## src/rtl/lc3b_types.sv

```systemverilog
// Shared LC-3b types for the MEM stage: data word, opcode encoding,
// decoded control word and the MEM-stage controller state.
package lc3b_types;

    typedef logic [15:0] lc3b_word;

    typedef enum logic [3:0] {
        op_br   = 4'b0000,
        op_add  = 4'b0001,
        op_ldb  = 4'b0010,
        op_stb  = 4'b0011,
        op_jsr  = 4'b0100,
        op_and  = 4'b0101,
        op_ldr  = 4'b0110,
        op_str  = 4'b0111,
        op_rti  = 4'b1000,
        op_not  = 4'b1001,
        op_ldi  = 4'b1010,
        op_sti  = 4'b1011,
        op_jmp  = 4'b1100,
        op_shf  = 4'b1101,
        op_lea  = 4'b1110,
        op_trap = 4'b1111
    } lc3b_opcode;

    typedef struct packed {
        lc3b_opcode opcode;
        logic       d_cache_read;
        logic       d_cache_write;
    } lc3b_control_word;

    typedef enum logic [1:0] {
        IDLE = 2'd0,
        IND  = 2'd1,
        ACC  = 2'd2,
        DONE = 2'd3
    } mem_state_t;

    localparam logic [1:0] BE_WORD = 2'b11;
    localparam logic [1:0] BE_HIGH = 2'b10;
    localparam logic [1:0] BE_LOW  = 2'b01;

    // LDI/STI need a pointer fetch before the real access.
    function automatic logic is_indirect(input lc3b_opcode op);
        return (op == op_ldi) || (op == op_sti);
    endfunction

    function automatic logic is_byte_op(input lc3b_opcode op);
        return (op == op_ldb) || (op == op_stb);
    endfunction

endpackage

```

## src/rtl/mem_byte_align.sv

```systemverilog
// Byte-lane steering for the d-cache port: lane enables and replicated
// store data on the way out, byte extraction on the way back.
module mem_byte_align
    import lc3b_types::*;
(
    input  lc3b_opcode i_opcode,
    input  logic       i_byte_sel,
    input  lc3b_word   i_wdata,
    input  lc3b_word   i_rdata,
    output logic [1:0] o_byte_enable,
    output lc3b_word   o_wdata,
    output lc3b_word   o_rdata
);

    logic w_is_byte;

    assign w_is_byte = is_byte_op(i_opcode);

    // Word ops use both lanes unchanged; byte ops pick one lane by addr[0].
    always_comb begin
        o_byte_enable = BE_WORD;
        o_wdata       = i_wdata;
        o_rdata       = i_rdata;
        if (w_is_byte) begin
            o_byte_enable = i_byte_sel ? BE_HIGH : BE_LOW;
            o_wdata       = {i_wdata[7:0], i_wdata[7:0]};
            o_rdata       = i_byte_sel ? {8'h00, i_rdata[15:8]} : {8'h00, i_rdata[7:0]};
        end
    end

endmodule

```

## src/rtl/mem_stage_ctrl.sv

```systemverilog
// MEM-stage controller for the pipelined LC-3b.
// Cache handshake: a strobe (d_cache_read or d_cache_write) is raised with
// address/byte-enable/wdata registered alongside it; all of them hold steady
// until the cycle in which d_cache_resp=1, which completes that access.
// stall freezes upstream registers; it drops for exactly one DONE cycle so
// the finished instruction advances and is never re-issued.
module mem_stage_ctrl
    import lc3b_types::*;
#(
    parameter int WAIT_LIMIT = 255
)
(
    input  logic             clk,
    input  logic             reset,
    input  logic             valid,
    input  lc3b_control_word ctrl,
    input  lc3b_word         addr,
    input  lc3b_word         wdata,
    input  logic             d_cache_resp,
    input  lc3b_word         d_cache_rdata,
    output logic             d_cache_read,
    output logic             d_cache_write,
    output lc3b_word         d_cache_address,
    output lc3b_word         d_cache_wdata,
    output logic [1:0]       d_cache_byte_enable,
    output lc3b_word         mem_rdata,
    output logic             stall,
    output logic             timeout,
    output mem_state_t       dbg_state
);

    localparam logic [7:0] LP_WAIT_LIMIT = 8'(WAIT_LIMIT);

    mem_state_t r_state;
    lc3b_opcode r_op;
    logic       r_is_write;
    logic       r_rd;
    logic       r_wr;
    lc3b_word   r_target;     // effective address, replaced by the fetched pointer for LDI/STI
    logic [1:0] r_be;
    lc3b_word   r_wdata_out;
    lc3b_word   r_rdata;
    logic [7:0] r_cnt;
    logic       r_timeout;

    logic       w_mem_op;
    logic       w_indirect;
    lc3b_opcode w_al_op;
    logic       w_al_sel;
    logic [1:0] w_al_be;
    lc3b_word   w_al_wdata;
    lc3b_word   w_al_rdata;

    assign w_mem_op   = valid & (ctrl.d_cache_read | ctrl.d_cache_write);
    assign w_indirect = is_indirect(ctrl.opcode);

    // Aligner sees live inputs in IDLE, the fetched pointer in IND, the latched target in ACC.
    always_comb begin
        w_al_op  = r_op;
        w_al_sel = r_target[0];
        case (r_state)
            IDLE:    begin
                w_al_op  = ctrl.opcode;
                w_al_sel = addr[0];
            end
            IND:     w_al_sel = d_cache_rdata[0];
            default: ;
        endcase
    end

    mem_byte_align u_align (
        .i_opcode      (w_al_op),
        .i_byte_sel    (w_al_sel),
        .i_wdata       (wdata),
        .i_rdata       (d_cache_rdata),
        .o_byte_enable (w_al_be),
        .o_wdata       (w_al_wdata),
        .o_rdata       (w_al_rdata)
    );

    // Stall is combinational in IDLE so the pipeline freezes on the first cycle of a memory op.
    always_comb begin
        stall = 1'b0;
        case (r_state)
            IDLE:    stall = w_mem_op;
            IND,
            ACC:     stall = 1'b1;
            default: stall = 1'b0;
        endcase
    end

    // Access sequencing, operand capture, load-data capture and the wait/timeout counter.
    always_ff @(posedge clk) begin
        if (reset) begin
            r_state     <= IDLE;
            r_op        <= op_br;
            r_is_write  <= 1'b0;
            r_rd        <= 1'b0;
            r_wr        <= 1'b0;
            r_target    <= '0;
            r_be        <= 2'b00;
            r_wdata_out <= '0;
            r_rdata     <= '0;
            r_cnt       <= '0;
            r_timeout   <= 1'b0;
        end else begin
            case (r_state)
                IDLE: begin
                    if (w_mem_op) begin
                        r_op        <= ctrl.opcode;
                        r_is_write  <= ctrl.d_cache_write;
                        r_target    <= addr;
                        r_wdata_out <= w_al_wdata;
                        r_cnt       <= '0;
                        if (w_indirect) begin
                            r_state <= IND;
                            r_rd    <= 1'b1;
                            r_wr    <= 1'b0;
                            r_be    <= BE_WORD;
                        end else begin
                            r_state <= ACC;
                            r_rd    <= ~ctrl.d_cache_write;
                            r_wr    <= ctrl.d_cache_write;
                            r_be    <= w_al_be;
                        end
                    end
                end
                IND: begin
                    if (d_cache_resp) begin
                        r_target <= d_cache_rdata;
                        r_be     <= w_al_be;
                        r_rd     <= ~r_is_write;
                        r_wr     <= r_is_write;
                        r_cnt    <= '0;
                        r_state  <= ACC;
                    end
                end
                ACC: begin
                    if (d_cache_resp) begin
                        r_rd    <= 1'b0;
                        r_wr    <= 1'b0;
                        if (!r_is_write) begin
                            r_rdata <= w_al_rdata;
                        end
                        r_state <= DONE;
                    end
                end
                default: r_state <= IDLE;
            endcase

            if (((r_state == IND) || (r_state == ACC)) && !d_cache_resp) begin
                if (r_cnt != 8'hFF) begin
                    r_cnt <= r_cnt + 8'd1;
                end
                if (r_cnt == LP_WAIT_LIMIT) begin
                    r_timeout <= 1'b1;
                end
            end
        end
    end

    assign d_cache_read        = r_rd;
    assign d_cache_write       = r_wr;
    assign d_cache_address     = {r_target[15:1], 1'b0};
    assign d_cache_byte_enable = r_be;
    assign d_cache_wdata       = r_wdata_out;
    assign mem_rdata           = r_rdata;
    assign timeout             = r_timeout;
    assign dbg_state           = r_state;

endmodule

```

## config.mk

```make
export PLATFORM = sky130hd
export DESIGN_NAME = mem_stage_ctrl
export DESIGN_NICKNAME = d
export VERILOG_FILES = /design/src/rtl/lc3b_types.sv /design/src/rtl/mem_byte_align.sv /design/src/rtl/mem_stage_ctrl.sv
export SDC_FILE = /design/constraint.sdc
export NUM_CORES = 1
export LEC_CHECK = 0
export BUFFER_PORTS_ARGS = -buffer_cell sky130_fd_sc_hd__buf_2
export CAP_MARGIN = 10
export CORE_ASPECT_RATIO = 1.2
export CORE_MARGIN = 2
export CORE_UTILIZATION = 55
export DETAILED_ROUTE_END_ITERATION = 6
export GPL_ROUTABILITY_DRIVEN = 0
export HOLD_SLACK_MARGIN = 0.12
export PLACE_DENSITY = 0.93
export SYNTH_ARGS = -nofsm -noshare
export SYNTH_HDL_FRONTEND = slang
export SYNTH_HIERARCHICAL = 1
export SYNTH_SLANG_ARGS = --single-unit
export TNS_END_PERCENT = 1
```

## constraint.sdc

```tcl
create_clock -name clk -period 3.5 [get_ports clk]
set_input_delay 0.7 -clock clk [delete_from_list [all_inputs] [get_ports clk]]
set_output_delay 0.7 -clock clk [all_outputs]
set_load 0.02 [all_outputs]
```

# --- Word-level counts from Yosys, hierarchy flattened ---
# Index checks and enable logic that the tools add are counted.
# W data, S select, Z words.
op_classes:
  addsub: 1
  eq_ne: 11
  mux: 34
  bitwise_logic: 4
  reduce_logical: 15
op_table:
  columns: ["cell", "count"]
  rows:
  - ["$mux W16", 4]
  - ["$mux W8", 5]
  - ["$pmux W16 S2", 1]
  - ["$mux W2", 9]
  - ["$pmux W8 S2", 1]
  - ["$reduce_and A3 Y1", 3]
  - ["$add A8 B1 Y8 const B", 1]
  - ["$eq A4 B2 Y1 const B", 2]
  - ["$eq A4 B4 Y1 const B", 2]
  - ["$eq A8 B8 Y1 const B", 1]
  - ["$ne A8 B8 Y1 const B", 1]
  - ["$mux W1", 7]
  - ["$ne A2 B2 Y1 const B", 3]
  - ["$pmux W1 S3", 2]
  - ["$pmux W2 S3", 1]
  - ["$mux W4", 1]
  - ["$pmux W1 S2", 2]
  - ["$pmux W2 S2", 1]
  - ["$reduce_and A2 Y1", 2]
  - ["$reduce_and A4 Y1", 1]
  - ["$logic_or A1 B1 Y1", 3]
  - ["$reduce_bool A3 Y1", 1]
  - ["$eq A2 B1 Y1 const B", 1]
  - ["$eq A2 B2 Y1 const B", 1]
  - ["other kinds (8)", 9]
totals:
  ff_bits: 68
  output_inout_bits: 56
  wordCells: 76

# --- Longest topological paths before layout ---
depth:
  word_depth: 8
  depth_mapped: 11
  depth_no_buf: 8

# --- By module ---
# The synthesis kept the hierarchy.
modules_own_cells:
  columns: ["mod", "instances", "cells_each", "area_per_inst_um2", "seq_area_each_um2"]
  rows:
  - ["mem_stage_ctrl", 1, 357, 3118.0, 1361.3]
  - ["mem_byte_align", 1, 38, 354.1, 0.0]

# --- Worst setup path before layout ---
# No wires, ideal clock.
synth_path:
  path_type: "flip-flop to flip-flop"
  start: "register r_state[0] (netlist: dbg_state[0])"
  end: "register r_wdata_out[13] (netlist: d_cache_wdata[13])"
  setup_time_ps: 132
  arrival_ps: 2211
  t_required_ps: 3368
  path_slack_ps: 1156
  stages_incl_launch_ff: 10
  n_path_buf: 2
  cell_sequence: "dfxtp_1 > inv_1 > ha_1 > buf_4 > mux2_2 > nor3b_4 > buf_6 > mux2_1 > nand2_1 > a21oi_1"
synth_via:
  elab_chain_len: 5
  elab_cells_between_ends: 7
  cone_classes: "eq/ne: 2; mux: 2; reduce/logical: 3"
synth_lines:
  columns: ["element", "line_no", "rtl"]
  rows:
  - ["start: declaration", "mem_stage_ctrl.sv:34", "mem_state_t r_state;"]
  - ["start signal: assignment", "mem_stage_ctrl.sv:95", "r_state <= IDLE;"]
  - ["start signal: assignment", "mem_stage_ctrl.sv:116", "r_state <= IND;"]
  - ["start signal: assignment", "mem_stage_ctrl.sv:121", "r_state <= ACC;"]
  - ["$logic_not A2 Y1 (*)", "mem_stage_ctrl.sv:61", "case (r_state)"]
  - ["$mux W4 (*)", "mem_stage_ctrl.sv:61", null]
  - ["net w_al_op[3]", "mem_stage_ctrl.sv:48", "lc3b_opcode w_al_op;"]
  - ["$eq A4 B2 Y1", "lc3b_types.sv:49", "return (op == op_ldb) || (op == op_stb);"]
  - ["$logic_or A1 B1 Y1 (*)", "lc3b_types.sv:49", null]
  - ["$mux W16 (*)", "mem_byte_align.sv:24", "if (w_is_byte) begin"]
  - ["net w_al_wdata[13]", "mem_stage_ctrl.sv:51", "lc3b_word w_al_wdata;"]
  - ["end signal: assignment", "mem_stage_ctrl.sv:113", "r_wdata_out <= w_al_wdata;"]
  - ["end: declaration", "mem_stage_ctrl.sv:41", "lc3b_word r_wdata_out;"]
# The timed path passes the listed nets; every way through them passes the cells marked *.
# A chain may end at the register's enable or synchronous reset.

# --- Worst setup path in the final report ---
layout_path:
  start: "register r_state[1] (netlist: dbg_state[1])"
  end: "register r_wdata_out[12] (netlist: d_cache_wdata[12])"
# Same word-level chain as after synthesis.

==> results.sh <==
export IMPL_status="finished, final reports clean"
export IMPL_die_x_um=76.1
export IMPL_grt_pass1_wl_um=13000
export IMPL_drive_above_1_share=0.368
export IMPL_hold_slack_ns=0.453
export IMPL_p_leak_uw=0.00173
export IMPL_synth_nets=453
export IMPL_critPathArrivalTime_ns=2.91
export IMPL_area_growth_pct=16.2
export IMPL_drv_cap=0
export IMPL_hpwlAfterDp_um=5990
export IMPL_switching_share=0.422
export IMPL_ys_warn_count=6
export IMPL_track_usage=0.238
export IMPL_r2r_end="d_cache_wdata[12]"
export IMPL_path_max_fanout=17
export IMPL_layout_commonest_cell="buf_2"
export IMPL_num_rows=31
export IMPL_required_ns=3.70
export IMPL_place_inst=539
export IMPL_seqPwrFrac=0.339
export IMPL_finClkSkew_ns=0.00968
export IMPL_die_h_um=90.5
export IMPL_cts_max_path_buffers=2
export IMPL_n_antenna_cell=0
export IMPL_hold_buffers=0
export IMPL_postSynthCellCount=390
export IMPL_clkTransAtPathRegs_ns=0.08
export IMPL_grt_antenna_before_repair=0
export IMPL_slew_headroom=0.304
export IMPL_start_util=0.567
export IMPL_hold_viol=0
export IMPL_pwr_share_comb=0.466
export IMPL_period_share=0.774
export IMPL_cts_tree="done"
export IMPL_grt_pass1_vias=2692
export IMPL_grt_ovfl_total=0
export IMPL_postCtsSetupBuffers=0
export IMPL_drt_total_wl_um=8250
export IMPL_setup_viol=0
export IMPL_drc=0
export IMPL_grt_max_degree=40
export IMPL_power_density_mw_per_mm2=776
export IMPL_final_max_slew_viol_count=0
export IMPL_hold_start="r_op[3]"
export IMPL_initialDrtViolationCount=117
export IMPL_fin_crit_ns=2.71
export IMPL_tns_ns=0
export IMPL_pin_count=114
export IMPL_wl_per_cell_um=14.9
export IMPL_cts_max_level=3
export IMPL_synth_avg_cell_area_um2=8.79
export IMPL_rsz0062_at_grt="false"
export IMPL_clockPowerShare=0.195
export IMPL_hold_end="r_op[3]"
export IMPL_drt_first_pass_iters=5
export IMPL_worst_pin_slew_ns=1.04
export IMPL_crit_type="register to register"
export IMPL_clkLatencyLatePin_ns=0.34
export IMPL_clock_sinks=67
export IMPL_final_cell_mix="111 x buf_2, 79 x nand2_1, 67 x dfxtp_1"
export IMPL_nNetsFinal=531
export IMPL_dpl_cell_area_mm2=0.00380
export IMPL_synth_area_mm2=0.00343
export IMPL_numCtsBuffers=9
export IMPL_clockRootBuffer="clkbuf_8"
export IMPL_core_area_mm2=0.00605
export IMPL_end_kind="register"
export IMPL_final_area_mm2=0.00398
export IMPL_switchingPower_uw=1310
export IMPL_final_cells=555
export IMPL_power_internal_uw=1780
export IMPL_vias_per_cell=5.43
export IMPL_fmax_mhz=369
export IMPL_vias=3014
export IMPL_startpoint_type="register"
export IMPL_cts_resized=0
export IMPL_io_buffers=111
export IMPL_reg2regPathDepth=7
export IMPL_die_area_mm2=0.00688
export IMPL_max_vdd_ir_drop_v=0.000764
export IMPL_reg2reg_slack_ns=0.79
export IMPL_ant_nets=0
export IMPL_holdPathStages=2
export IMPL_r2r_start="dbg_state[1]"
export IMPL_hold_class="register to register"
## critical path, stage by stage (launching register included)
cell     delay [ns]
dfxtp_1        0.36
inv_1          0.11
ha_1           0.41
mux2_2         0.42
nor3b_4        0.73
mux2_2         0.41
nand2_1        0.07
a21oi_1        0.06
## through the flow
stage                     setup slack (ns)   util  total power, µW
final                                0.792  0.658             3090
after global routing                 0.626  0.658             3280
after CTS                            0.819  0.658             3100
after detailed placement             0.829  0.627             2500
after global placement               0.883  0.627             2440
after floorplan                       1.16      -             2310
## layout make-up
class,count,area (µm²)
Clock buffer,12,155
Fill cell,518,2070
Tap cell,82,103
Timing Repair Buffer,115,586
Multi-Input combinational cell,270,1750
Sequential cell,67,1340
Inverter,5,18.8
Clock inverter,4,32.5
## power groups by stage
stage	Clock, µW	Sequential (µW)	Combinational, µW
2_1_floorplan	0	1150	1160
3_3_place_gp	0	1050	1390
3_5_place_dp	0	1060	1440
4_1_cts	614	1050	1440
5_1_grt	653	1070	1560
6_report	603	1050	1440
## layer usage
metal	global-route usage	up-vias	wire length, µm
met5	0	-	0
met4	0.135	0	284
met3	0.0360	24	501
met2	0.409	122	4010
met1	0.282	1398	3450
li1	-	1470	-
## worst max path at each step
stage	endpoint	depth (start not counted)	start	slack, ns
detailed placement	d_cache_wdata[12]	7	dbg_state[1]	0.83
CTS	d_cache_wdata[12]	7	dbg_state[1]	0.82
global route	d_cache_wdata[15]	7	dbg_state[0]	0.63
floorplan	d_cache_wdata[13]	9	dbg_state[0]	1.16
global placement	d_cache_wdata[10]	7	dbg_state[1]	0.88
finish	d_cache_wdata[12]	7	dbg_state[1]	0.79
## state kept, by name (all words and copies together), names as in the netlist
name and flops:
timeout 1, mem_rdata 16, r_op 3, dbg_state 2, r_is_write 1, d_cache_write 1
d_cache_byte_enable 2, d_cache_wdata 16, r_cnt 8, d_cache_read 1, r_target 16
Note: power is estimated with default switching activity, not from simulation.
